==> config.mk <==
export PLATFORM = sky130hd
export DESIGN_NAME = compressor_error_monitor
export DESIGN_NICKNAME = d
export VERILOG_FILES = /design/src/rtl/compressor_pkg.sv /design/src/rtl/compressor_error_distance.sv /design/src/rtl/compressor_error_monitor.sv
export SDC_FILE = /design/constraint.sdc
export NUM_CORES = 1
export LEC_CHECK = 0
export ABC_AREA = 1
export BUFFER_PORTS_ARGS = -buffer_cell sky130_fd_sc_hd__buf_2
export CORE_MARGIN = 3
export CORE_UTILIZATION = 50
export DETAILED_ROUTE_END_ITERATION = 7
export HOLD_SLACK_MARGIN = 0.08
export PLACE_DENSITY_LB_ADDON = 0.05
export SKIP_CTS_REPAIR_TIMING = 1
export SYNTH_ARGS = -nofsm -noshare
export SYNTH_HDL_FRONTEND = slang
export SYNTH_SLANG_ARGS = --single-unit
==> constraint.sdc <==
create_clock -name clk -period 5.34 [get_ports clk]
set_clock_uncertainty 0.2 [all_clocks]
set_input_delay 0.801 -clock clk [delete_from_list [all_inputs] [get_ports clk]]
set_output_delay 0.801 -clock clk [all_outputs]
set_load 0.03 [all_outputs]
==> src/rtl/compressor_pkg.sv <==
// Shared constants, state encoding and popcount helper for the 8:2 compressor
// error-monitoring blocks.
package compressor_pkg;

  localparam int IN_W     = 8;
  localparam int ED_W     = 4;
  localparam int APPROX_W = 2;

  typedef enum logic [1:0] {
    ACCUM,
    DRAIN,
    REPORT
  } state_t;

  function automatic logic [ED_W-1:0] popcount8(input logic [IN_W-1:0] v);
    logic [ED_W-1:0] cnt;
    cnt = '0;
    for (int i = 0; i < IN_W; i++) begin
      cnt = cnt + ED_W'(v[i]);
    end
    return cnt;
  endfunction

endpackage

==> src/rtl/compressor_error_distance.sv <==
// Combinational error distance between an 8-bit vector's popcount and the
// 2-bit {carry,sum} value a compressor produced for it.
module compressor_error_distance
  import compressor_pkg::*;
(
  input  logic [IN_W-1:0]     i_in,
  input  logic [APPROX_W-1:0] i_approx,
  output logic [ED_W-1:0]     o_ed,
  output logic                o_err
);

  logic [ED_W-1:0] w_exact;
  logic [ED_W-1:0] w_approx;

  assign w_exact  = popcount8(i_in);
  assign w_approx = {{(ED_W-APPROX_W){1'b0}}, i_approx};
  assign o_ed     = (w_exact >= w_approx) ? (w_exact - w_approx) : (w_approx - w_exact);
  assign o_err    = |o_ed;

endmodule

==> src/rtl/compressor_error_monitor.sv <==
// Per-frame error statistics for a compressor under test: two-stage beat
// pipeline feeding saturating accumulators, one result record per frame.
module compressor_error_monitor
  import compressor_pkg::*;
#(
  parameter int CNT_W = 32,
  parameter int ACC_W = CNT_W + 4
) (
  input  logic                clk,
  input  logic                rst,
  input  logic                s_valid,
  output logic                s_ready,
  input  logic [IN_W-1:0]     s_in,
  input  logic [APPROX_W-1:0] s_approx,
  input  logic                s_last,
  output logic                m_valid,
  input  logic                m_ready,
  output logic [CNT_W-1:0]    m_samples,
  output logic [CNT_W-1:0]    m_err_count,
  output logic [ACC_W-1:0]    m_err_dist_sum,
  output logic [ED_W-1:0]     m_max_err,
  output logic                m_sat
);

  localparam int SUM_W = ACC_W + 1;

  state_t r_state, w_state_nxt;

  logic            w_accept, w_report_done;
  logic [ED_W-1:0] w_ed;
  logic            w_err;

  logic            r_s1_valid, r_s1_err, r_s1_last;
  logic [ED_W-1:0] r_s1_ed;

  logic [CNT_W-1:0] r_samples, r_err_count, w_samples_nxt, w_err_count_nxt;
  logic [ACC_W-1:0] r_dist_sum, w_dist_sum_nxt;
  logic [ED_W-1:0]  r_max_err, w_max_err_nxt;
  logic             r_sat, w_sat_nxt;
  logic [SUM_W-1:0] w_sum_ext;

  compressor_error_distance u_ed (
    .i_in     (s_in),
    .i_approx (s_approx),
    .o_ed     (w_ed),
    .o_err    (w_err)
  );

  // rst gates s_ready directly so no beat is taken while reset is held.
  assign s_ready       = (r_state == ACCUM) && !rst;
  assign w_accept      = s_valid && s_ready;
  assign m_valid       = (r_state == REPORT);
  assign w_report_done = m_valid && m_ready;

  // NOTE: sequential state uses non-blocking assignments so every register
  // samples pre-edge values regardless of process ordering.
  always_ff @(posedge clk or posedge rst) begin
    if (rst) begin
      r_s1_valid <= 1'b0;
      r_s1_ed    <= '0;
      r_s1_err   <= 1'b0;
      r_s1_last  <= 1'b0;
    end else begin
      r_s1_valid <= w_accept;
      if (w_accept) begin
        r_s1_ed   <= w_ed;
        r_s1_err  <= w_err;
        r_s1_last <= s_last;
      end
    end
  end

  assign w_sum_ext = {1'b0, r_dist_sum} + SUM_W'(r_s1_ed);

  // NOTE: every variable gets its hold value first so no path through the
  // block leaves it unassigned, which would infer a latch.
  always_comb begin
    w_samples_nxt   = r_samples;
    w_err_count_nxt = r_err_count;
    w_dist_sum_nxt  = r_dist_sum;
    w_max_err_nxt   = r_max_err;
    w_sat_nxt       = r_sat;
    if (r_s1_valid) begin
      if (&r_samples) w_sat_nxt = 1'b1;
      else            w_samples_nxt = r_samples + CNT_W'(1);
      if (r_s1_err) begin
        if (&r_err_count) w_sat_nxt = 1'b1;
        else              w_err_count_nxt = r_err_count + CNT_W'(1);
      end
      if (w_sum_ext[ACC_W]) begin
        w_dist_sum_nxt = '1;
        w_sat_nxt      = 1'b1;
      end else begin
        w_dist_sum_nxt = w_sum_ext[ACC_W-1:0];
      end
      if (r_s1_ed > r_max_err) w_max_err_nxt = r_s1_ed;
    end
    if (w_report_done) begin
      w_samples_nxt   = '0;
      w_err_count_nxt = '0;
      w_dist_sum_nxt  = '0;
      w_max_err_nxt   = '0;
      w_sat_nxt       = 1'b0;
    end
  end

  always_ff @(posedge clk or posedge rst) begin
    if (rst) begin
      r_samples   <= '0;
      r_err_count <= '0;
      r_dist_sum  <= '0;
      r_max_err   <= '0;
      r_sat       <= 1'b0;
    end else begin
      r_samples   <= w_samples_nxt;
      r_err_count <= w_err_count_nxt;
      r_dist_sum  <= w_dist_sum_nxt;
      r_max_err   <= w_max_err_nxt;
      r_sat       <= w_sat_nxt;
    end
  end

  // DRAIN holds for the single cycle in which stage 2 absorbs the last beat.
  always_comb begin
    w_state_nxt = r_state;
    case (r_state)
      ACCUM:   if (w_accept && s_last) w_state_nxt = DRAIN;
      DRAIN:   if (r_s1_last)          w_state_nxt = REPORT;
      REPORT:  if (m_ready)            w_state_nxt = ACCUM;
      default:                         w_state_nxt = ACCUM;
    endcase
  end

  always_ff @(posedge clk or posedge rst) begin
    if (rst) r_state <= ACCUM;
    else     r_state <= w_state_nxt;
  end

  assign m_samples      = r_samples;
  assign m_err_count    = r_err_count;
  assign m_err_dist_sum = r_dist_sum;
  assign m_max_err      = r_max_err;
  assign m_sat          = r_sat;

endmodule
Yosys cells after proc, flatten, opt, wreduce, memory -nomap -nowiden --
Index checks and enable logic that the tools add are counted. Widths: inputs -> output; s select.
Cells by class: add/sub/neg operators 12, reduce and logical (&&, ||, !) cells 16, mux-type cells 24, magnitude comparators 2, equal/unequal tests 7
Operators with widths (count):
- $mux 32 | 7
- $mux 36 | 3
- $add 32x1->32 const B | 2
- $reduce_and 32->1 | 2
- $add 36x4->37 | 1
- $add 4x1->4 | 6
- $mux 4 | 4
- $mux 1 | 6
- $mux 2 | 3
- $ne 2x2->1 const B | 3
- $pmux 2 s3 | 1
- $reduce_and 3->1 | 2
- $reduce_bool 2->1 | 3
- $ge 4x2->1 | 1
- $gt 4x4->1 | 1
- $logic_and 1x1->1 | 4
- $ne 2x1->1 const B | 2
- $reduce_and 2->1 | 2
- $reduce_or 4->1 | 1
- $sub 2x4->4 | 1
- $sub 4x2->4 | 1
- $add 1x1->2 | 1
- $eq 2x1->1 const B | 1
- $eq 2x2->1 const B | 1
- 2 further kinds | 2
Storage, ports and cells: bits in registers 114

Depth between registers and ports, before layout --
word-level depth 10, gate-level depth with buffers 17

Modules after synthesis --
From an unflattened synthesis, not the netlist that was laid out.
Second synthesis, totals: cell total of the unflattened synthesis 1304, area, all modules 8485.6 sq um
Modules (own cells, without submodules):
- compressor_error_monitor | instances 1, area an instance 8021.4 sq um, cells an instance 1236
- compressor_error_distance | instances 1, area an instance 464.2 sq um, cells an instance 68

Worst setup path before layout --
OpenSTA, ideal clock, no wires.
path kind input -> register, start input port s_in[0], end register r_s1_err, stages on the path 14, arrival time 4.086 ns, required time 5.024 ns, library setup time 0.116 ns, path slack 0.939 ns, buffers on the path 0, path through ha_1 inv_1 fa_1 fa_1 fa_1 fa_1 inv_1 fa_1 nor2_1 nand3_1 o21ai_0 nand2_1 nor2_1 nor2_1
Between the ends: longest elaborated chain between the ends 10, elaborated cells between the ends (all ways) 12
Ends and longest elaborated chain:
- start, declared | line compressor_error_monitor.sv:13 | input logic [IN_W-1:0] s_in,
- $add 1x1->2 * | line compressor_pkg.sv:19 | cnt = cnt + ED_W'(v[i]);
- $add 4x1->4 * (6 in a row) | line compressor_pkg.sv:19
- $sub 2x4->4 (tied with other cells) | line compressor_error_distance.sv:17 | assign o_ed = (w_exact >= w_approx) ? (w_exact - w_approx) : (w_approx - w_exact);
- $mux 4 * | line compressor_error_distance.sv:17
- $reduce_or 4->1 * | line compressor_error_distance.sv:18 | assign o_err = |o_ed;
- end signal, assigned | line compressor_error_monitor.sv:67 | r_s1_err <= w_err;
- end, declared | line compressor_error_monitor.sv:33 | logic r_s1_valid, r_s1_err, r_s1_last;
Mark *: on every way between the ends. The rest lies on a longest branch, timed or not. A chain may end at the register's enable or synchronous reset.

Worst setup path after layout --
Same ends and word-level chain as after synthesis.

==> impl_metrics.py <==
metrics = {
    "drt": {
        "num_vias": 8321,
        "drt-pass1-iter-count": 8,
        "drc": 0,
        "drtIter0Drc": 669,
        "ant_nets": 0,
        "wl_mm": 22.8,
        "routed_via_density": 5.22,
        "wl_per_cell_um": 14.3,
    },
    "floorplanning": {
        "row_count": 46,
        "start_util": 0.515,
        "core_um2": 16000,
        "die_x_um": 134,
        "io_pins": 122,
        "floorplan.die_area_um2": 18100,
        "dieHeight_um": 134,
    },
    "final_layout": {
        "finalNetCount": 1405,
        "final_cell_area_um2": 9550,
        "nFillCells": 1631,
        "antenna_cells": 0,
        "final_layout_size_suffix_gt1_frac": 0.145,
        "multi_input_area_um2": 4680,
        "regArea_um2": 2850,
        "syn_to_final_growth_pct": 15.7,
    },
    "worst_setup_path": {
        "end_kind": "flip-flop",
        "required_ps": 5450,
        "r2r_start": "r_s1_ed[0]$_DFFE_PP0P_",
        "crit_type": "input port to flip-flop",
        "critPathMaxFanout": 3,
        "arrival_ps": 4470,
        "r2r_cells": 13,
        "r2r_end": "m_err_dist_sum[3]$_DFFE_PP0P_",
        "start_kind": "input port",
        "r2r_slack_ps": 1650,
    },
    "synthesis": {
        "synth-compound-area-share": 0.0671,
        "synthFlopType": "dfrtp_1",
        "syn_avg_cell_area_um2": 6.60,
        "ys_seq_area_frac": 0.346,
        "synth-edff-count": 0,
        "yosys.area_share.simple": 0.421,
        "yosysWarnings": 0,
        "syn_inst": 1249,
        "synth_cell_types": 39,
        "synth_xor_area_frac": 0.0372,
        "synthAdderAreaFrac": 0.0428,
        "syn-num-nets": 1288,
        "synthMuxAreaShare": 0,
        "async_reset_ff_frac": 1.00,
        "ys_ff_latch": 114,
        "synth_top_family_by_area": "simple AND/OR/NAND/NOR gates",
        "synthesis.area_um2": 8250,
    },
    "place": {
        "dpl.hpwl_mm": 16.7,
        "preCtsSetupSlack_ps": 543,
        "gp_congestion": 0.914,
        "post_dp_cell_area_um2": 8980,
        "portBuffers": 121,
    },
    "clock_tree": {
        "cts_tree": "built",
        "numCtsBuffers": 17,
        "clock_latency_ps": 420,
        "clockRootBuffer": "clkbuf_16",
        "cts.clk_slew.worst_paths_ps": 50,
        "clock_sinks": 114,
        "clk_path_buf_depth": 2,
        "cts_htree_levels": 4,
    },
    "sta": {
        "drv_slew": 0,
        "hold_violations": 0,
        "slew_headroom": 0.338,
        "post-route-min-period_ps": 4360,
        "hold_ws_ps": 260,
        "finalCritPeriodShare": 0.817,
        "rsz0062_at_grt": "no",
        "fmax_ghz": 0.229,
        "tightest_slew_ps": 993,
        "setup_viol": 0,
        "setup_tns_ps": 0,
        "timing.final.ws_setup_ps": 975,
    },
    "power_and_ir_drop": {
        "power_frac_comb": 0.343,
        "p_switching_mw": 1.38,
        "p_int_mw": 2.01,
        "seq_power_share": 0.329,
        "p_per_area_nw_per_um2": 355,
        "p_sw_frac": 0.408,
        "fin_total_pwr_mw": 3.39,
        "power_frac_clock": 0.328,
        "p_leak_nw": 4.77,
        "peakVddDrop_uv": 263,
    },
    "global_route": {
        "grt_pass1_vias": 7574,
        "grt_max_degree": 78,
        "grt_first_pass_wirelength_mm": 37.9,
        "antenna_found_initial": 0,
        "grt_overflow": 0,
        "track_usage": 0.257,
    },
    "worst_hold_path": {
        "min_to": "r_state[0]$_DFFE_PP0P_",
        "hp-class": "flip-flop to flip-flop",
        "hold_depth": 1,
        "min-delay-start": "r_s1_last$_DFFE_PP0P_",
    },
    "run": {
        "drv_cap": 0,
    },
    "outcome": {
        "outcome": "finished clean",
    },
}
[sequential cells by signal, summed over array words and instances (netlist names)]
name            flops
r_state             2
r_s1_last           1
m_err_count        32
m_sat               1
r_s1_ed             4
m_err_dist_sum     36
m_max_err           4
m_samples          32
r_s1_err            1
r_s1_valid          1
[per-layer routing]
metal  vias to the layer above  wire [µm]  GRT usage
met4                         0        410     0.0730
li1                       4203          -          -
met2                       265      10600      0.415
met1                      3813      10600      0.362
met3                        40       1190     0.0371
met5                         -          0          0
[cells in the final DEF, fill, tap and decap left out, types with 17 or more instances in the layout]
cell / n
nand4_1: 21
clkbuf_16: 17
o21ai_0: 57
o21ai_2: 18
nor2_1: 151
buf_2: 121
nor3_1: 27
inv_1: 132
nand2_1: 444
ha_1: 17
xor2_1: 22
nand3_1: 137
dfrtp_1: 114
[worst max-delay path by stage]
stage	start	to	cells after the start
after floorplan	s_in[0]	r_s1_err$_DFFE_PP0P_	14
after global placement	s_in[0]	r_s1_err$_DFFE_PP0P_	15
after detailed placement	s_in[0]	r_s1_err$_DFFE_PP0P_	15
after CTS	s_in[0]	r_s1_err$_DFFE_PP0P_	15
after global routing	s_in[0]	r_s1_err$_DFFE_PP0P_	15
final	s_in[0]	r_s1_err$_DFFE_PP0P_	15
[cell usage after synthesis, types with 2 or more instances]
| library cell | instances | area, µm² |
|---|---|---|
| nand3b_1 | 7 | 52.6 |
| dfrtp_1 | 114 | 2850 |
| inv_1 | 133 | 499 |
| nor2_2 | 4 | 25.0 |
| nand2_1 | 444 | 1670 |
| o21ai_2 | 18 | 158 |
| o21ai_0 | 57 | 285 |
| fa_1 | 7 | 140 |
| or2_2 | 3 | 18.8 |
| buf_1 | 2 | 7.51 |
| o21ai_1 | 9 | 45.0 |
| nand3_1 | 137 | 686 |
| buf_8 | 2 | 30.0 |
| xor2_1 | 22 | 193 |
| nor2_1 | 151 | 567 |
| and2_1 | 3 | 18.8 |
| nor3_2 | 2 | 20.0 |
| nand2_4 | 4 | 45.0 |
| o211ai_1 | 2 | 15.0 |
| nand4_1 | 21 | 131 |
| clkbuf_1 | 11 | 41.3 |
| a21oi_1 | 7 | 35.0 |
| nor3_1 | 27 | 135 |
| nand2_2 | 6 | 37.5 |
| xnor2_1 | 13 | 114 |
| buf_6 | 3 | 33.8 |
| ha_1 | 17 | 213 |
| buf_2 | 7 | 35.0 |
| inv_2 | 5 | 18.8 |
| nor3_4 | 2 | 32.5 |
[critical path, stage by stage]
cell	delay (ps)
buf_2	100
ha_1	270
inv_1	50
fa_1	510
fa_1	430
fa_1	410
fa_1	580
inv_1	100
fa_1	410
nor2_1	210
nand3_1	150
o21ai_0	230
nand2_1	80
nor2_1	100
nor2_1	50
[metrics by stage]
step,utilization,std cells
after global placement,0.561,1563
final,0.597,1593
after CTS,0.597,1593
after floorplan,-,1249
after global routing,0.597,1593
after detailed placement,0.561,1563
[logic make-up after synthesis]
group / Yosys count
simple gates: 814
buf+inv: 167
flops: 114
compound gates: 95
xor+xnor: 35
fa+ha+maj: 24
[layout make-up]
type	instances	share of cell area
Clock buffer	24	0.0505
Clock inverter	6	0.00839
Inverter	140	0.0566
Multi-Input combinational cell	968	0.491
Sequential cell	114	0.299
Tap cell	216	0.0283
Timing Repair Buffer	125	0.0666
[power groups by stage]
stage / sequential [mW] / combinational, mW / clock, mW
floorplan: 1.24 / 0.797 / 0
global placement: 1.12 / 1.15 / 0
detailed placement: 1.12 / 1.17 / 0
CTS: 1.11 / 1.17 / 1.13
global route: 1.13 / 1.31 / 1.17
finish: 1.11 / 1.16 / 1.11
Note: power is estimated with default switching activity, not from simulation.
